File: src/rtl/apb_master_bridge.sv
// apb_master_bridge: single-outstanding APB master.
// Turns a valid/ready command stream into APB SETUP/ACCESS transfers and
// returns PRDATA/PSLVERR on a valid/ready response channel. A PREADY
// timeout aborts a transfer whose slave never answers.
module apb_master_bridge #(
  parameter int ADDR_WIDTH     = 32,
  parameter int DATA_WIDTH     = 32,
  parameter int TIMEOUT_CYCLES = 16
) (
  input  logic                  PCLK,
  input  logic                  PRESETn,
  input  logic                  cmd_valid,
  output logic                  cmd_ready,
  input  logic                  cmd_write,
  input  logic [ADDR_WIDTH-1:0] cmd_addr,
  input  logic [DATA_WIDTH-1:0] cmd_wdata,
  output logic                  rsp_valid,
  input  logic                  rsp_ready,
  output logic [DATA_WIDTH-1:0] rsp_rdata,
  output logic                  rsp_err,
  output logic                  rsp_timeout,
  output logic                  PSEL,
  output logic                  PENABLE,
  output logic                  PWRITE,
  output logic [ADDR_WIDTH-1:0] PADDR,
  output logic [DATA_WIDTH-1:0] PWDATA,
  input  logic [DATA_WIDTH-1:0] PRDATA,
  input  logic                  PREADY,
  input  logic                  PSLVERR
);

  // Counter must be able to hold TIMEOUT_CYCLES itself; at least one bit.
  localparam int CW = (TIMEOUT_CYCLES > 0) ? $clog2(TIMEOUT_CYCLES + 1) : 1;
  localparam logic [CW-1:0] TO_LIMIT = (TIMEOUT_CYCLES > 0) ? CW'(TIMEOUT_CYCLES) : {CW{1'b0}};
  localparam logic          TO_EN    = (TIMEOUT_CYCLES > 0) ? 1'b1 : 1'b0;

  typedef enum logic [1:0] {
    IDLE   = 2'd0,
    SETUP  = 2'd1,
    ACCESS = 2'd2,
    RESP   = 2'd3
  } state_t;

  state_t        state;
  logic [CW-1:0] tcnt;
  logic [CW-1:0] tcnt_inc;

  // The bridge takes a command only when idle and out of reset.
  assign cmd_ready = (state == IDLE) && PRESETn;

  // Saturating increment of the wait-state counter; it never wraps.
  always_comb begin
    tcnt_inc = tcnt;
    if (tcnt != {CW{1'b1}}) begin
      tcnt_inc = tcnt + {{(CW-1){1'b0}}, 1'b1};
    end else begin
      tcnt_inc = tcnt;
    end
  end

  // Transfer FSM with all APB and response outputs registered.
  always_ff @(posedge PCLK) begin
    if (!PRESETn) begin
      state       <= IDLE;
      tcnt        <= {CW{1'b0}};
      PSEL        <= 1'b0;
      PENABLE     <= 1'b0;
      PWRITE      <= 1'b0;
      PADDR       <= {ADDR_WIDTH{1'b0}};
      PWDATA      <= {DATA_WIDTH{1'b0}};
      rsp_valid   <= 1'b0;
      rsp_rdata   <= {DATA_WIDTH{1'b0}};
      rsp_err     <= 1'b0;
      rsp_timeout <= 1'b0;
    end else begin
      case (state)
        IDLE: begin
          if (cmd_valid) begin
            PWRITE  <= cmd_write;
            PADDR   <= cmd_addr;
            PWDATA  <= cmd_wdata;
            PSEL    <= 1'b1;
            PENABLE <= 1'b0;
            state   <= SETUP;
          end
        end
        SETUP: begin
          PENABLE <= 1'b1;
          tcnt    <= {CW{1'b0}};
          state   <= ACCESS;
        end
        ACCESS: begin
          if (PREADY) begin
            // Normal completion; PSLVERR only matters on this edge.
            PSEL        <= 1'b0;
            PENABLE     <= 1'b0;
            rsp_rdata   <= PWRITE ? {DATA_WIDTH{1'b0}} : PRDATA;
            rsp_err     <= PSLVERR;
            rsp_timeout <= 1'b0;
            rsp_valid   <= 1'b1;
            state       <= RESP;
          end else if (TO_EN && (tcnt_inc == TO_LIMIT)) begin
            // Slave held PREADY low for the full budget: abort.
            tcnt        <= tcnt_inc;
            PSEL        <= 1'b0;
            PENABLE     <= 1'b0;
            rsp_rdata   <= {DATA_WIDTH{1'b0}};
            rsp_err     <= 1'b1;
            rsp_timeout <= 1'b1;
            rsp_valid   <= 1'b1;
            state       <= RESP;
          end else begin
            tcnt <= tcnt_inc;
          end
        end
        RESP: begin
          if (rsp_ready) begin
            rsp_valid <= 1'b0;
            state     <= IDLE;
          end
        end
        default: begin
          PSEL      <= 1'b0;
          PENABLE   <= 1'b0;
          rsp_valid <= 1'b0;
          state     <= IDLE;
        end
      endcase
    end
  end

endmodule

File: config.mk
export PLATFORM = sky130hd
export DESIGN_NAME = apb_master_bridge
export DESIGN_NICKNAME = d
export VERILOG_FILES = /design/src/rtl/apb_master_bridge.sv
export SDC_FILE = /design/constraint.sdc
export NUM_CORES = 1
export LEC_CHECK = 0
export CELL_PAD_IN_SITES_DETAIL_PLACEMENT = 1
export CELL_PAD_IN_SITES_GLOBAL_PLACEMENT = 1
export CORE_MARGIN = 1
export CORE_UTILIZATION = 25
export CTS_CLUSTER_DIAMETER = 60
export DETAILED_ROUTE_END_ITERATION = 16
export PLACE_DENSITY_LB_ADDON = 0.05
export SETUP_SLACK_MARGIN = 0.05
export SYNTH_ARGS = -nofsm -noshare
export SYNTH_HDL_FRONTEND = slang
export SYNTH_SLANG_ARGS = --single-unit
File: constraint.sdc
create_clock -name PCLK -period 2.23 [get_ports PCLK]
set_clock_uncertainty 0.2 [all_clocks]
set_input_delay 0.3345 -clock PCLK [delete_from_list [all_inputs] [get_ports PCLK]]
set_output_delay 0.3345 -clock PCLK [all_outputs]
set_load 0.1 [all_outputs]
==> flow_metrics.py <==
metrics = {
    "run_status": {
        "status": "finished clean",
    },
    "worst_setup_path": {
        "arrival_ps": 2150,
        "end_kind": "register",
        "critPathRequiredTime_ps": 2260,
        "path_max_fanout": 11,
        "crit_type": "register to register",
        "r2r_slack_ps": 110,
        "start_kind": "register",
    },
    "sta": {
        "finalMaxSlewViolations": 0,
        "worstMarginPinSlew_ps": 540.8,
        "relSlewSlack": 0.6395,
        "min_period_over_period": 0.9510,
        "finalSetupViolCount": 0,
        "setup-tns-final_ps": 0,
        "hold_viol_final": 0,
        "layout_min_cycle_time_ps": 2121,
        "rsz0062_at_grt": "false",
        "fmax_mhz": 471.5,
    },
    "synthesis": {
        "synth_ff_type": "dfxtp_1",
        "synthXorXnorAreaFrac": 0.002056,
        "synth_fa_ha_area_frac": 0.01469,
        "synth_compound_area_frac": 0.1898,
        "synth_nets": 622,
        "muxShareOfSynthArea": 0.007051,
        "synth_top_cell_by_area": "dfxtp_1",
        "netlist_top_cells_area": "dfxtp_1 (51%), nand2_1 (15%), a21boi_0 (12%)",
        "synth.distinct_cells": 38,
        "synth_cells": 514,
        "yosysTopAreaCellShare": 0.5123,
        "synth-seq-cells": 109,
        "syn_avg_cell_area_um2": 8.286,
        "synth_top_family_by_area": "simple AND/OR/NAND/NOR gates",
        "synth_edf_count": 0,
        "yosysMostFrequentCell": "nand2_1",
        "synth_commonest_cells": "nand2_1 (172), dfxtp_1 (109), a21boi_0 (67), nand3_1 (38), o21ai_0 (33)",
        "synth-simple-area-share": 0.2303,
        "yosysSeqAreaShare": 0.5123,
        "syn-cell-area_um2": 4259,
        "yosys_warnings": 0,
        "async_flop_share": 0,
    },
    "power_and_ir_drop": {
        "clkPwrFrac": 0.222,
        "p_int_w": 0.004191,
        "swShare": 0.4705,
        "p_per_area_nw_per_um2": 1153,
        "power_frac_comb": 0.476,
        "peakVddDrop_mv": 0.3966,
        "p_leak_nw": 2.751,
        "p_switching_w": 0.003724,
        "seq_power_share": 0.302,
        "p_total_w": 0.007915,
    },
    "clocking": {
        "cts_buffers": 9,
        "htree_levels": 3,
        "worstSkewPairLatency_ps": 350,
        "clock_path_buffers": 2,
        "cts_tree": "yes",
        "cts_root_buffer": "clkbuf_16",
        "hold_buffers": 0,
        "clk_pin_slew_worst_paths_ps": 70,
        "cts.sinks": 109,
    },
    "finish": {
        "nNetsFinal": 823,
        "design_area_um2": 6864,
        "synthToLayoutAreaGrowth_pct": 61.16,
        "drive_gt1_frac": 0.2114,
        "antenna-diode-count": 0,
        "post-route-util": 0.4139,
        "instances_no_fill": 939,
    },
    "route": {
        "via_per_inst": 4.477,
        "num_vias": 4204,
        "drc": 0,
        "post_drt_wl_per_cell_um": 15.70,
        "drtAntennaViolNets": 0,
        "drt-initial-drc-count": 178,
        "drtPass1Iterations": 4,
        "wl_um": 14740,
    },
    "floorplan": {
        "die_x_um": 132.5,
        "fp.coreArea_um2": 16580,
        "die_h_um": 132.5,
        "ios": 206,
        "dieArea_um2": 17560,
        "start_util": 0.2568,
        "row_count": 47,
    },
    "grt": {
        "grt_max_degree": 66,
        "grt_pass1_vias": 4299,
        "grt_pass1_wl_um": 22260,
        "antenna_found_initial": 0,
        "track_usage": 0.1604,
        "overflow": 0,
    },
    "worst_hold_path": {
        "hp-class": "primary input to register",
    },
    "place": {
        "place_congestion": 0.7808,
        "dpl_cell_area_um2": 6359,
        "hpwl_um": 9874,
        "io_buffer_count": 205,
        "place_inst": 916,
    },
    "run": {
        "max_cap_violations": 0,
    },
}
[stage by stage]
stage               setup slack (ps)  hold WS (ps)
global route                   51.25         146.5
finish                         109.3         143.5
global placement               213.0         234.8
floorplan                      54.19         267.1
detailed placement             84.58         247.9
CTS                            79.97         129.4
[cell type report]
class	count	area, um^2
tap	220	275.3
clock inverter	3	68.82
inverter	5	18.77
fill	1956	9719
timing repair buffer	228	2121
clock buffer	12	246.5
sequential	109	2183
multi-input combinational	362	1951
[sequential cells by signal, summed over array words and instances, names as in the netlist]
name         count
PADDR           32
PENABLE          1
PSEL             1
PWDATA          32
PWRITE           1
rsp_err          1
rsp_rdata       32
rsp_timeout      1
rsp_valid        1
state            2
tcnt             5
[power by group through the flow]
| stage | combinational, W | sequential [W] | clock [W] |
|---|---|---|---|
| finish | 0.00377 | 0.00239 | 0.00175 |
| global route | 0.00398 | 0.00243 | 0.00190 |
| CTS | 0.00372 | 0.00239 | 0.00183 |
| detailed placement | 0.00372 | 0.00244 | 0 |
| global placement | 0.00368 | 0.00242 | 0 |
| floorplan | 0.000860 | 0.00426 | 0 |
[what timing repair did]
item                                    CTS  global route
setup buffers                             0             2
endpoints found under the setup margin    0            35
gates resized for setup                   0             8
[worst max-delay path, stage by stage, from the launching register on]
cell	delay, ps
dfxtp_2	360
ha_4	180
or2_2	290
a21oi_4	160
buf_4	160
o221ai_4	120
buf_12	160
clkbuf_16	170
nand3_1	100
o21ai_0	100
[layer usage]
metal  up-vias  wire length, um  global-route usage
li1       2096                -                   -
met3        11              642             0.03333
met1      1989             6502              0.1824
met4         0              213             0.06322
met5         -                0                   0
met2       108             7386              0.2915
[layout by cell type, fill, tap and decap left out, types with 2 or more instances in the layout]
| cell | count |
|---|---|
| nand3_1 | 38 |
| o221ai_4 | 2 |
| mux2i_1 | 3 |
| clkbuf_1 | 2 |
| dfxtp_1 | 108 |
| buf_4 | 115 |
| nor2b_1 | 3 |
| clkbuf_16 | 13 |
| nand4_1 | 2 |
| a21oi_1 | 4 |
| nor2_1 | 4 |
| nand2b_1 | 5 |
| a21boi_0 | 67 |
| ha_1 | 4 |
| nand2_1 | 171 |
| clkdlybuf4s50_1 | 101 |
| o21ai_0 | 33 |
| bufinv_16 | 2 |
| inv_1 | 5 |
| buf_12 | 6 |
| and2_1 | 2 |
| o21ai_1 | 3 |
[kinds of logic (layout without fill, tap and decap cells)]
| logic type | Yosys count | in the layout |
|---|---|---|
| AND/OR/NAND/NOR | 234 | 234 |
| AO/OA/AOI/OAI | 118 | 119 |
| flip-flops | 109 | 109 |
| buffers and inverters | 44 | 248 |
| adder cells (fa/ha/maj) | 5 | 5 |
| multiplexers | 3 | 3 |
| XOR/XNOR | 1 | 1 |
[final timing paths]
check / start / end / depth (start not counted)
worst max-delay path: tcnt[1] / rsp_rdata[8] / 9
worst min-delay path: PRESETn / rsp_timeout / 3
worst max register to register: tcnt[1] / rsp_rdata[8] / 9
worst min register to register: rsp_timeout / rsp_timeout / 2
No activity file was read; power rests on OpenSTA's default activity.
